===== config.mk =====
export PLATFORM = sky130hd
export DESIGN_NAME = multi_evt_counter
export DESIGN_NICKNAME = d
export VERILOG_FILES = /design/src/rtl/multi_evt_counter.sv
export SDC_FILE = /design/constraint.sdc
export NUM_CORES = 1
export LEC_CHECK = 0
export CAP_MARGIN = 0
export CELL_PAD_IN_SITES_DETAIL_PLACEMENT = 2
export CELL_PAD_IN_SITES_GLOBAL_PLACEMENT = 2
export CORE_ASPECT_RATIO = 0.8
export CORE_MARGIN = 3
export CORE_UTILIZATION = 38
export CTS_CLUSTER_SIZE = 25
export DETAILED_ROUTE_END_ITERATION = 10
export PLACE_DENSITY_LB_ADDON = 0.1
export SLEW_MARGIN = 25
export SYNTH_ARGS = -nofsm -noshare
export SYNTH_HDL_FRONTEND = slang
export SYNTH_SLANG_ARGS = --single-unit

===== constraint.sdc =====
create_clock -name clk_in -period 4 [get_ports clk_in]
set_clock_uncertainty 0.1 [all_clocks]
set_input_delay 0.8 -clock clk_in [delete_from_list [all_inputs] [get_ports clk_in]]
set_output_delay 0.8 -clock clk_in [all_outputs]
set_load 0.02 [all_outputs]

===== src/rtl/multi_evt_counter.sv =====
// Multi-channel event counter, per-channel wrap/saturate terminal, coherent snapshot readback; EVT_EDGE_DETECT_EN selects edge counting.
// 1-cycle latency on counts and reads; no backpressure, every qualified event is taken.
module multi_evt_counter #(
  parameter int NUM_CH    = 4,
  parameter int WIDTH     = 32,
  parameter int MAX_COUNT = 1_000_000_000,
  localparam int CH_W     = (NUM_CH > 1) ? $clog2(NUM_CH) : 1
) (
  input  logic                    clk_in,
  input  logic                    rst_n_in,
  input  logic [NUM_CH-1:0]       evt_in,
  input  logic [NUM_CH-1:0]       clr_in,
  input  logic                    sat_mode_in,
  input  logic                    cfg_we_in,
  input  logic [CH_W-1:0]         cfg_ch_in,
  input  logic [WIDTH-1:0]        cfg_term_in,
  input  logic                    snap_in,
  input  logic [CH_W-1:0]         rd_ch_in,
  output logic [NUM_CH*WIDTH-1:0] count_out,
  output logic [NUM_CH-1:0]       wrap_out,
  output logic [NUM_CH-1:0]       sat_out,
  output logic [WIDTH-1:0]        rd_data_out
);

  localparam logic [WIDTH-1:0] TERM_RST = WIDTH'(MAX_COUNT - 1);
  localparam logic [WIDTH-1:0] ONE      = WIDTH'(1);

  logic [WIDTH-1:0]  cnt    [NUM_CH];
  logic [WIDTH-1:0]  term   [NUM_CH];
  logic [WIDTH-1:0]  shadow [NUM_CH];
  logic [WIDTH-1:0]  rd_sel;
  logic [NUM_CH-1:0] qual;

`ifdef EVT_EDGE_DETECT_EN
  logic [NUM_CH-1:0] evt_q;

  always_ff @(posedge clk_in or negedge rst_n_in) begin
    if (!rst_n_in) evt_q <= '0;
    else           evt_q <= evt_in;
  end

  assign qual = evt_in & ~evt_q;
`else
  assign qual = evt_in;
`endif

  // Out-of-range cfg/read channels simply match no entry, so they need no extra guard.
  always_ff @(posedge clk_in or negedge rst_n_in) begin
    if (!rst_n_in) begin
      for (int i = 0; i < NUM_CH; i++) begin
        cnt[i]    <= '0;
        term[i]   <= TERM_RST;
        shadow[i] <= '0;
      end
      wrap_out <= '0;
      sat_out  <= '0;
    end else begin
      for (int i = 0; i < NUM_CH; i++) begin
        if (snap_in) shadow[i] <= cnt[i];
        if (cfg_we_in && (cfg_ch_in == CH_W'(i))) term[i] <= cfg_term_in;
        if (clr_in[i]) begin
          cnt[i]      <= '0;
          wrap_out[i] <= 1'b0;
          sat_out[i]  <= 1'b0;
        end else if (qual[i]) begin
          if (cnt[i] < term[i]) begin
            cnt[i]      <= cnt[i] + ONE;
            wrap_out[i] <= 1'b0;
          end else if (sat_mode_in) begin
            sat_out[i]  <= 1'b1;
            wrap_out[i] <= 1'b0;
          end else begin
            cnt[i]      <= '0;
            wrap_out[i] <= 1'b1;
          end
        end else begin
          wrap_out[i] <= 1'b0;
        end
      end
    end
  end

  always_comb begin
    rd_sel = '0;
    for (int i = 0; i < NUM_CH; i++) begin
      if (rd_ch_in == CH_W'(i)) rd_sel = shadow[i];
    end
  end

  always_ff @(posedge clk_in or negedge rst_n_in) begin
    if (!rst_n_in) rd_data_out <= '0;
    else           rd_data_out <= rd_sel;
  end

  always_comb begin
    count_out = '0;
    for (int i = 0; i < NUM_CH; i++) begin
      count_out[i*WIDTH +: WIDTH] = cnt[i];
    end
  end

endmodule


==> flow_metrics.py, run 1 <==
metrics = {
    "timing": {
        "clock.fmax_mhz": 274,
        "setup_violations": 0,
        "hold_slack_ns": 0.149,
        "min_period_over_period": 0.913,
        "hold_viol": 0,
        "relSlewSlack": 0.338,
        "slew_violations": 0,
        "tightest_slew_ns": 0.989,
        "tns_ns": 0,
        "min_period_ns": 3.65,
        "rsz0062_at_grt": "no",
    },
    "clock_network": {
        "path_clk_slew_ns": 0.06,
        "htreeDepth": 2,
        "clk_path_buf_depth": 3,
        "cts_root_buf": "clkbuf_16",
        "cts_tree": "yes",
        "cts_resized": 0,
        "ctsHoldBuffers": 0,
        "cts_sinks": 424,
        "postCtsSetupBuffers": 0,
        "clock_latency_ns": 0.58,
        "numCtsBuffers": 48,
    },
    "floorplanning": {
        "die_x_um": 273,
        "die_area_um2": 59800,
        "dieHeight_um": 219,
        "coreArea_um2": 55800,
        "num_io_pins": 217,
        "rows": 77,
        "initial_utilization": 0.387,
    },
    "global_route": {
        "grt_antenna_before_repair": 8,
        "grt_pass1_wl_um": 125000,
        "gr-usage-all-layers": 0.280,
        "first_global_vias": 18900,
        "grt_max_degree": 82,
        "overflow": 0,
    },
    "synthesis": {
        "ys_seq_elements": 424,
        "synth_top_area_frac": 0.394,
        "netlist_top_cells_area": "dfrtp_1 (39%), mux2_2 (12%), dfstp_2 (10%)",
        "synth_top_family_by_area": "multiplexers",
        "synth_top_area_cell": "dfrtp_1",
        "synthCells": 1940,
        "syn_nets": 2117,
        "yosysUniqueCellTypes": 59,
        "synth_ff_type": "dfrtp_1",
        "synth_xor_area_frac": 0.00122,
        "synth_edf_count": 0,
        "muxShareOfSynthArea": 0.168,
        "synth.most_common_cell": "dfrtp_1",
        "yosys.area_share.adder": 0.0741,
        "syn-cell-area_um2": 21600,
        "synth-async-reset-ratio": 1.00,
        "synth_common_cells": "dfrtp_1 (340), mux2_2 (228), inv_1 (162)",
        "ys_warn_count": 0,
        "syn_area_per_cell_um2": 11.1,
        "synthSimpleGateAreaFrac": 0.125,
        "synth-seq-area-share": 0.496,
        "synth_compound_area_frac": 0.0926,
    },
    "job": {
        "max-cap-violations": 0,
    },
    "setup_path": {
        "required_ns": 4.39,
        "worstPathArrival_ns": 4.05,
        "cp_max_fo": 25,
        "crit_type": "register to register",
        "end_kind": "register",
        "cp-start-kind": "register",
        "ff2ff_path_depth": 10,
    },
    "final_layout": {
        "multiInputGateArea_um2": 10000,
        "syn2layout_area_growth_pct": 24.0,
        "nNetsFinal": 2399,
        "fillers": 5540,
        "ff_latch_area_um2": 10700,
        "drive_gt1_frac": 0.236,
    },
    "place": {
        "place_hpwl_um": 61400,
        "portBuffers": 216,
        "gp_congestion": 0.864,
    },
    "routing": {
        "wirelength_um": 83000,
        "drc": 0,
        "drt_iter0_drc": 1321,
        "drtPass1Iterations": 5,
        "via_per_inst": 5.72,
        "drtAntennaViolNets": 0,
        "vias": 17200,
        "wl_per_cell_um": 27.5,
    },
    "outcome": {
        "status": "finished, final reports clean",
    },
    "pwr": {
        "ir_drop_mv": 0.242,
        "p_leak_nw": 12.4,
        "power_density_nw_per_um2": 393,
    },
    "worst_hold_path": {
        "hold_path_class": "primary input to async pin",
    },
}
[metrics by stage]
step	power [mW]	setup WS (ns)	cell area, um2	util	cells
floorplan	5.55	1.02	21600	-	1940
global placement	5.98	0.537	25200	0.452	2922
detailed placement	6.10	0.425	25200	0.452	2922
CTS	10.6	0.381	26800	0.480	3009
global route	11.0	0.123	26800	0.480	3009
finish	10.5	0.348	26800	0.480	3015
[area by class of cell]
cell class / count / share of cell area
Sequential cell: 424 / 0.400
Multi-Input combinational cell: 1279 / 0.374
Timing Repair Buffer: 307 / 0.110
Clock buffer: 70 / 0.0521
Tap cell: 750 / 0.0350
Inverter: 162 / 0.0227
Clock inverter: 17 / 0.00640
Antenna cell: 6 / 0.000560
[where the power goes]
group	total [mW]	internal (mW)	leakage, nW	switching [mW]
clock	4.49	2.61	0.769	1.88
sequential	4.82	4.66	5.53	0.156
combinational	1.22	0.499	6.07	0.722
total	10.5	7.77	12.4	2.76
[cells by family (layout without fill, tap and decap cells)]
kind of cell,Yosys count,in the layout
other,0,6
adders and majority gates,128,128
AOI/OAI and AO/OA,315,315
xor gates and xnor gates,3,3
buffers and inverters,237,556
DFF,424,424
muxes,295,295
and+or+nand+nor,538,538
[path summary, 6_finish.rpt]
check / start / end / slack (ns)
max: term[46]$_DFFE_PN1P_ / count_out[77]$_DFFE_PN0P_ / 0.35
min: rst_n_in / shadow[101]$_DFFE_PN0P_ / 0.15
max reg2reg: term[46]$_DFFE_PN1P_ / count_out[77]$_DFFE_PN0P_ / 0.35
min reg2reg: term[97]$_DFFE_PN1P_ / term[97]$_DFFE_PN1P_ / 0.41
max in group asynchronous: rst_n_in / term[64]$_DFFE_PN1P_ / 2.60
min in group clk_in: term[97]$_DFFE_PN1P_ / term[97]$_DFFE_PN1P_ / 0.41
[state kept, by name, summed over array words and instances, names as in the netlist]
| register | cells |
|---|---|
| count_out | 128 |
| wrap_out | 4 |
| sat_out | 4 |
| shadow | 128 |
| rd_data_out | 32 |
| term | 128 |
[metal layers]
metal / part of all wire / vias up / global-route usage
li1: - / 7596 / -
met1: 0.48 / 9224 / 0.410
met2: 0.46 / 349 / 0.446
met3: 0.046 / 69 / 0.0403
met4: 0.013 / 0 / 0.0486
met5: 0 / - / 0
[critical path: stages, from the launching register on]
cell	delay [ns]
dfstp_2	0.53
inv_1	0.05
ha_1	0.32
nand4_1	0.15
nor3_1	0.29
or4b_1	0.49
a31oi_1	0.57
o21a_1	0.41
buf_4	0.38
a21oi_1	0.09
o21ai_0	0.19
[placed cells by master, fill, tap and decap left out, types with 35 or more instances in the layout]
cell type,instances
inv_1,162
o21ai_0,97
buf_4,84
nor2_1,76
ha_1,128
clkdlybuf4s50_1,213
mux2i_1,35
dfstp_2,84
and3_1,58
nand4_1,44
dfrtp_1,340
mux2_2,228
nand3_1,94
nand2_1,154
clkbuf_16,49
a21oi_1,103
No activity file was read; power rests on OpenSTA's default activity.
==> run 2, diff against run 1 <==
Settings changed: CORE_UTILIZATION 38 to 30.
==> run 2 against run 1 <==
  * Count of clock-buffer cells in the layout is 3 higher
  * Clock power is 5.1% higher
  * Worst setup slack better by 0.21 ns
  * Register-to-register slack better by 0.21 ns
  * Die area is 26% higher
  * Sequential share of layout area is 0.83 points lower
  * Cell count is 7.2% higher
  * Core utilization is 9.4 points lower
  * Largest cell class unchanged
  * Hold slack worse by 0.015 ns
  * Total power is 1.8% higher
  * Highest routed layer unchanged
  * Sequential cell count stayed put
  * Combinational power hardly changed
==> flow_metrics.py, run 2 (synthesis results as in run 1) <==
metrics = {
    "clock_network": {
        "cts_tree": "yes",
        "clock_latency_ns": 0.59,
        "htreeDepth": 2,
        "clk_path_buf_depth": 3,
        "cts_resized": 0,
        "cts_root_buf": "clkbuf_16",
        "postCtsSetupBuffers": 0,
        "ctsHoldBuffers": 0,
        "path_clk_slew_ns": 0.06,
        "cts_sinks": 424,
        "numCtsBuffers": 50,
    },
    "routing": {
        "wirelength_um": 81600,
        "drtPass1Iterations": 5,
        "drc": 0,
        "vias": 16900,
        "drtAntennaViolNets": 0,
        "drt_iter0_drc": 812,
        "via_per_inst": 5.23,
        "wl_per_cell_um": 25.2,
    },
    "pwr": {
        "p_sw_mw": 2.75,
        "ir_drop_mv": 0.278,
        "p_leak_nw": 12.6,
        "intPower_mw": 7.98,
        "combPwrFrac": 0.112,
        "pwr-share-seq": 0.448,
        "p_clk_frac": 0.440,
        "power_mw": 10.7,
        "p_sw_frac": 0.256,
        "power_density_nw_per_um2": 392,
    },
    "final_layout": {
        "final_common_cell": "dfrtp_1",
        "final_cell_mix": "dfrtp_1 (340), mux2_2 (228), clkdlybuf4s50_1 (213)",
        "syn2layout_area_growth_pct": 26.6,
        "drive_gt1_frac": 0.245,
        "nNetsFinal": 2425,
    },
    "global_route": {
        "grt_antenna_before_repair": 16,
        "grt_pass1_wl_um": 123000,
        "gr-usage-all-layers": 0.218,
        "overflow": 0,
        "grt_max_degree": 90,
        "first_global_vias": 18400,
    },
    "floorplanning": {
        "die_area_um2": 75300,
        "die_x_um": 306,
        "rows": 87,
        "num_io_pins": 217,
        "initial_utilization": 0.305,
        "coreArea_um2": 70900,
        "dieHeight_um": 246,
    },
    "timing": {
        "relSlewSlack": 0.334,
        "slew_violations": 0,
        "rsz0062_at_grt": "no",
        "hold_viol": 0,
        "min_period_ns": 3.44,
        "clock.fmax_mhz": 290,
        "tns_ns": 0,
        "tightest_slew_ns": 0.992,
        "setup_violations": 0,
        "min_period_over_period": 0.861,
    },
    "job": {
        "max-cap-violations": 0,
    },
    "place": {
        "gp_congestion": 0.824,
        "place_hpwl_um": 62300,
        "portBuffers": 216,
    },
    "outcome": {
        "status": "finished, final reports clean",
    },
    "setup_path": {
        "crit_type": "register to register",
        "cp-start-kind": "register",
        "crit_start": "count_out[55]$_DFFE_PN0P_",
        "cp_max_fo": 46,
        "required_ns": 4.38,
        "worstPathArrival_ns": 3.82,
        "crit-reg2reg-launch": "count_out[55]$_DFFE_PN0P_",
        "end_kind": "register",
    },
    "worst_hold_path": {
        "hold_path_class": "primary input to async pin",
    },
}
[run 2: changes by cell type in the layout (fill, tap and decap cells not counted), sizes merged]
cell and change:
clkinv +1, buf +24, diode +4, clkinvlp -1, clkbuf +3, inv +1
bufinv +2
[run 2: per-stage QoR]
step	utilization	hold slack [ns]	worst slack (ns)	cell area [um2]	instances
2_1_floorplan	-	0.375	1.02	21600	1940
5_1_grt	0.386	0.166	0.369	27300	3223
3_5_place_dp	0.362	0.392	0.507	25700	3130
4_1_cts	0.386	0.162	0.475	27300	3223
3_3_place_gp	0.362	0.386	0.585	25700	3130
6_report	0.386	0.133	0.557	27400	3233
[run 2: metal layers]
metal  GRT usage  routed length, um
met3      0.0352               4150
met5           0                  0
met2       0.336              35900
met4      0.0357               1050
met1       0.325              40500
[run 2: path summary, 6_finish.rpt]
check	endpoint	slack (ns)	cells past startpoint
max	count_out[45]$_DFFE_PN0P_	0.56	11
min	count_out[5]$_DFFE_PN0P_	0.13	1
max reg2reg	count_out[45]$_DFFE_PN0P_	0.56	11
min reg2reg	term[107]$_DFFE_PN1P_	0.40	2
max in group asynchronous	term[55]$_DFFE_PN1P_	2.69	2
min in group clk_in	term[107]$_DFFE_PN1P_	0.40	2
[run 2: area by class of cell]
cell class	instances	area, um2
timing repair buffer	331	3160
inverter	162	608
multi-input combinational	1279	10000
sequential	424	10700
clock buffer	73	1440
fill	7342	43500
antenna	10	25.0
clock inverter	20	238
tap	934	1170
[run 2: critical path: stages, from the launching register on]
cell and delay [ns]:
dfrtp_1 0.55, ha_1 0.42, nand2_1 0.12, nor4_1 0.40, buf_4 0.19, o21ai_0 0.13, a31oi_1 0.27, buf_4 0.24
nor3_4 0.06, buf_4 0.32, and3_1 0.24, a221o_1 0.26
[run 2: power by group through the flow]
stage               logic, mW  clock network [mW]  registers, mW
floorplan               0.709                   0           4.84
global placement         1.15                   0           4.86
detailed placement       1.21                   0           4.88
CTS                      1.22                4.88           4.81
global route             1.35                5.08           4.84
finish                   1.20                4.72           4.81
